==> src/rtl/debug_hex_mux_if.sv <==
// ---------------------------------------------------------------------------
// debug_hex_mux_if
// Bundles the debug-tap side of the HEX display selector.
//   ch_data   NUM_CH packed words of DIGITS nibbles, channel i at
//             [(i+1)*DIGITS*4-1 : i*DIGITS*4], MS digit at top
//   ch_valid  1 = channel i populated
//   sel       manual channel select (switches)
//   mode      00 live, 01 capture, 10 auto-scan, 11 hold
//   trig      capture trigger level (already synchronised)
//   hex_out   displayed nibbles, MS digit at top
//   cur_ch    channel currently shown / armed
//   cap_cnt   capture-event counter
//   captured  a capture has been taken since entering capture mode
// master: the taps/switches side; slave: the selector.
// ---------------------------------------------------------------------------
interface debug_hex_mux_if #(
    parameter int NUM_CH = 4,
    parameter int DIGITS = 6
);
    localparam int SEL_W = $clog2(NUM_CH);

    logic [NUM_CH*DIGITS*4-1:0] ch_data;
    logic [NUM_CH-1:0]          ch_valid;
    logic [SEL_W-1:0]           sel;
    logic [1:0]                 mode;
    logic                       trig;
    logic [DIGITS*4-1:0]        hex_out;
    logic [SEL_W-1:0]           cur_ch;
    logic [7:0]                 cap_cnt;
    logic                       captured;

    modport master (
        output ch_data, ch_valid, sel, mode, trig,
        input  hex_out, cur_ch, cap_cnt, captured
    );

    modport slave (
        input  ch_data, ch_valid, sel, mode, trig,
        output hex_out, cur_ch, cap_cnt, captured
    );
endinterface

==> src/rtl/debug_hex_mux.sv <==
// ---------------------------------------------------------------------------
// debug_hex_mux
// Selects one of NUM_CH debug words and registers it onto DIGITS hex nibbles
// for the HexDriver bank. Modes: live select, edge-triggered snapshot
// capture, timed auto-scan over populated channels, and freeze.
// Ports:
//   Clk    system clock
//   Reset  asynchronous, active-high reset
//   dbg    debug_hex_mux_if.slave (channel data/valid, sel, mode, trig in;
//          hex_out, cur_ch, cap_cnt, captured out). All outputs registered.
// ---------------------------------------------------------------------------
module debug_hex_mux #(
    parameter int         NUM_CH     = 4,
    parameter int         DIGITS     = 6,
    parameter int         SCAN_TICKS = 25000000,
    parameter logic [3:0] FILL       = 4'h1
) (
    input  logic            Clk,
    input  logic            Reset,
    debug_hex_mux_if.slave  dbg
);
    localparam int SEL_W = $clog2(NUM_CH);
    localparam int HEX_W = DIGITS * 4;
    localparam int TMR_W = $clog2(SCAN_TICKS);
    localparam logic [TMR_W-1:0] TMR_LAST = TMR_W'(SCAN_TICKS - 1);
    localparam logic [HEX_W-1:0] FILL_WORD = {DIGITS{FILL}};

    typedef enum logic [1:0] {
        MODE_LIVE = 2'b00,
        MODE_CAP  = 2'b01,
        MODE_SCAN = 2'b10,
        MODE_HOLD = 2'b11
    } mode_t;

    // Channel word, or the fill pattern when the channel is out of range
    // or not populated.
    function automatic logic [HEX_W-1:0] ch_lookup(
        input logic [SEL_W-1:0]        c,
        input logic [NUM_CH*HEX_W-1:0] data,
        input logic [NUM_CH-1:0]       vld
    );
        logic [HEX_W-1:0] r;
        r = FILL_WORD;
        for (int j = 0; j < NUM_CH; j++) begin
            if (vld[j] && (32'(c) == j))
                r = data[j*HEX_W +: HEX_W];
        end
        return r;
    endfunction

    // Next populated channel above cur, wrapping to 0; cur itself when no
    // other channel is populated.
    function automatic logic [SEL_W-1:0] next_valid(
        input logic [SEL_W-1:0]  cur,
        input logic [NUM_CH-1:0] vld
    );
        logic [SEL_W-1:0] r;
        logic             found;
        r     = cur;
        found = 1'b0;
        for (int j = 0; j < NUM_CH; j++) begin
            if (!found && vld[j] && (j > 32'(cur))) begin
                r     = SEL_W'(j);
                found = 1'b1;
            end
        end
        for (int j = 0; j < NUM_CH; j++) begin
            if (!found && vld[j] && (j < 32'(cur))) begin
                r     = SEL_W'(j);
                found = 1'b1;
            end
        end
        return r;
    endfunction

    mode_t            mode_q;
    mode_t            mode_in;
    logic             trig_q;
    logic             trig_edge;
    logic [HEX_W-1:0] hex_p1,  hex_nxt;
    logic [SEL_W-1:0] cur_q,   cur_nxt;
    logic [7:0]       cnt_q,   cnt_nxt;
    logic             capd_q,  capd_nxt;
    logic [TMR_W-1:0] tmr_q,   tmr_nxt;

    assign mode_in   = mode_t'(dbg.mode);
    assign trig_edge = dbg.trig & ~trig_q;

    always_comb begin
        hex_nxt  = hex_p1;
        cur_nxt  = cur_q;
        cnt_nxt  = cnt_q;
        capd_nxt = capd_q;
        tmr_nxt  = tmr_q;
        case (mode_in)
            MODE_LIVE: begin
                cur_nxt = dbg.sel;
                hex_nxt = ch_lookup(dbg.sel, dbg.ch_data, dbg.ch_valid);
            end
            MODE_CAP: begin
                cur_nxt = dbg.sel;
                // Entry clears the flag; an edge in the same cycle re-sets it.
                if (mode_q != MODE_CAP)
                    capd_nxt = 1'b0;
                if (trig_edge) begin
                    hex_nxt  = ch_lookup(dbg.sel, dbg.ch_data, dbg.ch_valid);
                    capd_nxt = 1'b1;
                    cnt_nxt  = cnt_q + 8'd1;
                end
            end
            MODE_SCAN: begin
                hex_nxt = ch_lookup(cur_q, dbg.ch_data, dbg.ch_valid);
                // Coming back from HOLD resumes; any other entry restarts.
                if (mode_q != MODE_SCAN && mode_q != MODE_HOLD) begin
                    cur_nxt = dbg.sel;
                    tmr_nxt = '0;
                end else if (tmr_q == TMR_LAST) begin
                    tmr_nxt = '0;
                    cur_nxt = next_valid(cur_q, dbg.ch_valid);
                end else begin
                    tmr_nxt = tmr_q + TMR_W'(1);
                end
            end
            default: ;  // MODE_HOLD: everything frozen
        endcase
    end

    // ---- register stage: display/control state -> outputs ----
    always_ff @(posedge Clk or posedge Reset) begin
        if (Reset) begin
            hex_p1 <= FILL_WORD;
            cur_q  <= '0;
            cnt_q  <= '0;
            capd_q <= 1'b0;
            tmr_q  <= '0;
            trig_q <= 1'b0;
            mode_q <= MODE_LIVE;
        end else begin
            hex_p1 <= hex_nxt;
            cur_q  <= cur_nxt;
            cnt_q  <= cnt_nxt;
            capd_q <= capd_nxt;
            tmr_q  <= tmr_nxt;
            trig_q <= dbg.trig;
            mode_q <= mode_in;
        end
    end

    assign dbg.hex_out  = hex_p1;
    assign dbg.cur_ch   = cur_q;
    assign dbg.cap_cnt  = cnt_q;
    assign dbg.captured = capd_q;

endmodule

==> src/flat_wrapper.sv <==
// flat-port wrapper written by rule: the top's interface ports become plain ports
module debug_hex_mux_flat 
#(
    parameter int         NUM_CH     = 4,
    parameter int         DIGITS     = 6,
    parameter int         SCAN_TICKS = 25000000,
    parameter logic [3:0] FILL       = 4'h1
)
  (Clk, Reset, dbg_ch_data, dbg_ch_valid, dbg_sel, dbg_mode, dbg_trig, dbg_hex_out, dbg_cur_ch, dbg_cap_cnt, dbg_captured);
  debug_hex_mux_if #(.NUM_CH(NUM_CH), .DIGITS(DIGITS)) dbg_i ();
  input  logic Clk;
  input  logic Reset;
  input wire logic [$bits(dbg_i.ch_data)-1:0] dbg_ch_data;
  input wire logic [$bits(dbg_i.ch_valid)-1:0] dbg_ch_valid;
  input wire logic [$bits(dbg_i.sel)-1:0] dbg_sel;
  input wire logic [$bits(dbg_i.mode)-1:0] dbg_mode;
  input wire logic [$bits(dbg_i.trig)-1:0] dbg_trig;
  output wire logic [$bits(dbg_i.hex_out)-1:0] dbg_hex_out;
  output wire logic [$bits(dbg_i.cur_ch)-1:0] dbg_cur_ch;
  output wire logic [$bits(dbg_i.cap_cnt)-1:0] dbg_cap_cnt;
  output wire logic [$bits(dbg_i.captured)-1:0] dbg_captured;
  assign dbg_i.ch_data = dbg_ch_data;
  assign dbg_i.ch_valid = dbg_ch_valid;
  assign dbg_i.sel = dbg_sel;
  assign dbg_i.mode = dbg_mode;
  assign dbg_i.trig = dbg_trig;
  assign dbg_hex_out = dbg_i.hex_out;
  assign dbg_cur_ch = dbg_i.cur_ch;
  assign dbg_cap_cnt = dbg_i.cap_cnt;
  assign dbg_captured = dbg_i.captured;
  debug_hex_mux #(.NUM_CH(NUM_CH), .DIGITS(DIGITS), .SCAN_TICKS(SCAN_TICKS), .FILL(FILL)) u_core (.Clk(Clk), .Reset(Reset), .dbg(dbg_i));
endmodule
==> config.mk <==
export PLATFORM = sky130hd
export DESIGN_NAME = debug_hex_mux_flat
export DESIGN_NICKNAME = d
export VERILOG_FILES = /design/src/rtl/debug_hex_mux_if.sv /design/src/rtl/debug_hex_mux.sv /design/src/flat_wrapper.sv
export SDC_FILE = /design/constraint.sdc
export NUM_CORES = 1
export LEC_CHECK = 0
export CAP_MARGIN = 20
export CORE_ASPECT_RATIO = 0.8
export CORE_MARGIN = 8
export CORE_UTILIZATION = 40
export DETAILED_ROUTE_END_ITERATION = 16
export DONT_BUFFER_PORTS = 1
export MAX_ROUTING_LAYER = met4
export SLEW_MARGIN = 25
export SYNTH_ARGS = -nofsm -noshare
export SYNTH_HDL_FRONTEND = slang
export SYNTH_SLANG_ARGS = --single-unit
==> constraint.sdc <==
create_clock -name Clk -period 2.24 [get_ports Clk]
set_input_delay 0.224 -clock Clk [delete_from_list [all_inputs] [get_ports Clk]]
set_output_delay 0.224 -clock Clk [all_outputs]
set_load 0.03 [all_outputs]
==> metrics.csv <==
metric,value,unit
Final WS setup,273,ps
Slew headroom,35.2,%
# diodes,0,
Post-Place Setup Slack,282,ps
initial antenna violation count,0,
clock slew at the register clock pins of the worst setup and hold paths,60,ps
Synth top cells by count,"nand2_1, dfrtp_1, nor2_1, o21ai_0, a21oi_1",
largest net degree at the start of global routing,64,
Post-Synth XOR/XNOR Area,2.27,%
pwr dens,734,mW/mm²
root buffer cell,clkbuf_16,
Period minus WS final,1970,ps
WP data arrival,2180,ps
synthesized net count,686,
mapped cell area,0.00463,mm²
Ys Warns,0,
Ports,142,
sequential area share after synthesis,34.2,%
number of vias per cell,6.81,
hold crit path type,input pin to register,
mux cell area share after synthesis,0.919,%
vias in the first global route,4820,
clk buf depth,2,
DR vias,4885,
Initial Utilization,40.6,%
HPWL after DPL,11300,µm
grt ovf,0,
CP max FO,21,
fin util,44.9,%
worst reg2reg path depth,6,
CTS Buf Count,9,
synth unique cells,63,
final-report hold violation count,0,
FP Rows,35,
Worst EP required,2450,ps
RSZ-0062 raised after global routing,no,
reg2reg start,u_core.tmr_q[8],
Worst Setup Start Kind,register,
setup_tns,0,ps
total track usage,20.9,%
global-route wire length before repair,25300,µm
largest family of logic cells by synthesized area,compound AO/OA/AOI/OAI gates,
Die ar.,0.0153,mm²
# clock sinks,63,
"EDFF count, synth",0,
post-synth top area share,30.8,%
DR pass1 iterations,7,
# fillers,1139,
fraction of layout cells with a size suffix above 1,9.31,%
Post-synth top flop,dfrtp_1,
clk_lat worst skew,330,ps
worst flop-to-flop path endpoint,u_core.tmr_q[24],
number of synthesized register bits,63,
end point of the critical path,u_core.tmr_q[24],
"count leader, synth",nand2_1,
R2R Setup Slk,270,ps
"top cells by area, synth","dfrtp_1, nand2_1, o21ai_0",
VDD IR max,0.353,mV
post-CTS sizing,0,
Multi-input gate area,0.00280,mm²
Worst Setup End Kind,register,
classification of the worst setup path,register to register,
layout net count,673,
clk_skew,6.44,ps
Avg Inst Size Synth,8.02,µm²
DR WL/cell,22.5,µm
H-tree depth,3,
cell count after synthesis,577,
core area,0.0114,mm²
Final Wtd Congestion,0.892,
Compound-Gate Fraction of Synth Area,32.4,%
Routed WL,16100,µm
CTS tree,yes,
outcome,"complete, no violations",
Reg area,0.00158,mm²
Post-Synth Simple-Gate Area,24.1,%
"Slew Viols, Final",0,
Yosys top cell by area,dfrtp_1,
DRC Markers,0,
Die H,112,µm
DRT antenna net count,0,
max-cap violations,0,
Slew @ Worst Pin,972,ps
DRT iter0 DRCs,570,
Synth Area in Adders,0.757,%
fmax,0.508,GHz
Setup Viol. Count Final,0,
Port Buffer Count,0,
Pleak,1.96,nW
worst setup path startpoint,u_core.tmr_q[8],
die width,136,µm
area delta synth->final,10.5,%
share of synthesized registers carrying an async set or reset,100,%
Final period util,87.8,%
## layer usage
layer | vias to the layer above | GRT usage (%) | share of wire, %
li1 | 2181 | - | -
met1 | 2343 | 26.4 | 41
met2 | 321 | 31.0 | 45
met3 | 40 | 6.74 | 13
met4 | 0 | 7.01 | 1.5
met5 | - | - | 0
## stage by stage
stage          instances  power (W)  hold slack [ps]  area, µm²
2_1_floorplan        577    0.00211              255       4630
3_3_place_gp         697    0.00226              209       4770
3_5_place_dp         697    0.00228              215       4770
4_1_cts              717    0.00379             22.5       5110
5_1_grt              717    0.00393             29.8       5110
6_report             717    0.00376             33.5       5110
## worst max-delay path, cell delays in order, from the launching register on
cell     delay (ps)
dfrtp_1         460
nor4_1          410
nand4_1         140
o21a_1          200
buf_4           200
and3_1          180
a221o_1         250
## worst min path at each step
| stage | endpoint | cells after the start | from | slack, ps |
|---|---|---|---|---|
| after floorplan | u_core.mode_q[0] | 0 | dbg_mode[0] | 260 |
| after global placement | u_core.dbg.cap_cnt[3] | 2 | Reset | 210 |
| after detailed placement | u_core.dbg.cap_cnt[1] | 2 | Reset | 210 |
| after CTS | u_core.dbg.hex_out[17] | 2 | dbg_sel[0] | 20 |
| after global routing | u_core.dbg.hex_out[9] | 2 | dbg_sel[0] | 30 |
| final | u_core.dbg.hex_out[17] | 2 | dbg_sel[0] | 30 |
## registers in the layout (all words and copies together) (netlist names)
name and count:
u_core.dbg.cap_cnt 8, u_core.dbg.captured 1, u_core.dbg.cur_ch 2, u_core.dbg.hex_out 24, u_core.mode_q 2, u_core.tmr_q 25
u_core.trig_q 1
## final cells by class
class,instances,area share [%]
Sequential cell,63,31.0
Inverter,9,0.660
Timing Repair Buffer,25,4.11
Multi-Input combinational cell,456,54.6
Clock inverter,4,1.37
Clock buffer,12,4.62
Tap cell,148,3.62
## power by group
part | leakage, nW | switching [W] | internal (W)
registers | 0.795 | 0.000363 | 0.00128
logic | 1.02 | 0.000372 | 0.000268
clock network | 0.151 | 0.000506 | 0.000971
## cells in the final DEF, fill, tap and decap left out, types with 15 or more instances in the layout
cell type,synthesis,final
nand2_1,81,81
a32oi_1,15,15
dfrtp_1,57,57
a21oi_1,40,40
nand3_1,31,31
o21ai_0,42,42
nor2_1,47,47
a32o_1,18,18
o211ai_1,20,20
buf_4,1,20
a221oi_1,18,18
a31oi_1,18,18
## timing repair
| item | in CTS | in global routing |
|---|---|---|
| buffers inserted | 0 | 0 |
| hold buffers | 4 | 0 |
| endpoints found under the hold margin | 60 | 0 |
## cell families after synthesis
| logic type | Yosys count |
|---|---|
| XOR/XNOR | 12 |
| flip-flops | 63 |
| multiplexers | 4 |
| buffers and inverters | 58 |
| AO/OA/AOI/OAI | 216 |
| AND/OR/NAND/NOR | 221 |
| adder cells (fa/ha/maj) | 3 |
(Power assumes the default switching activity.)
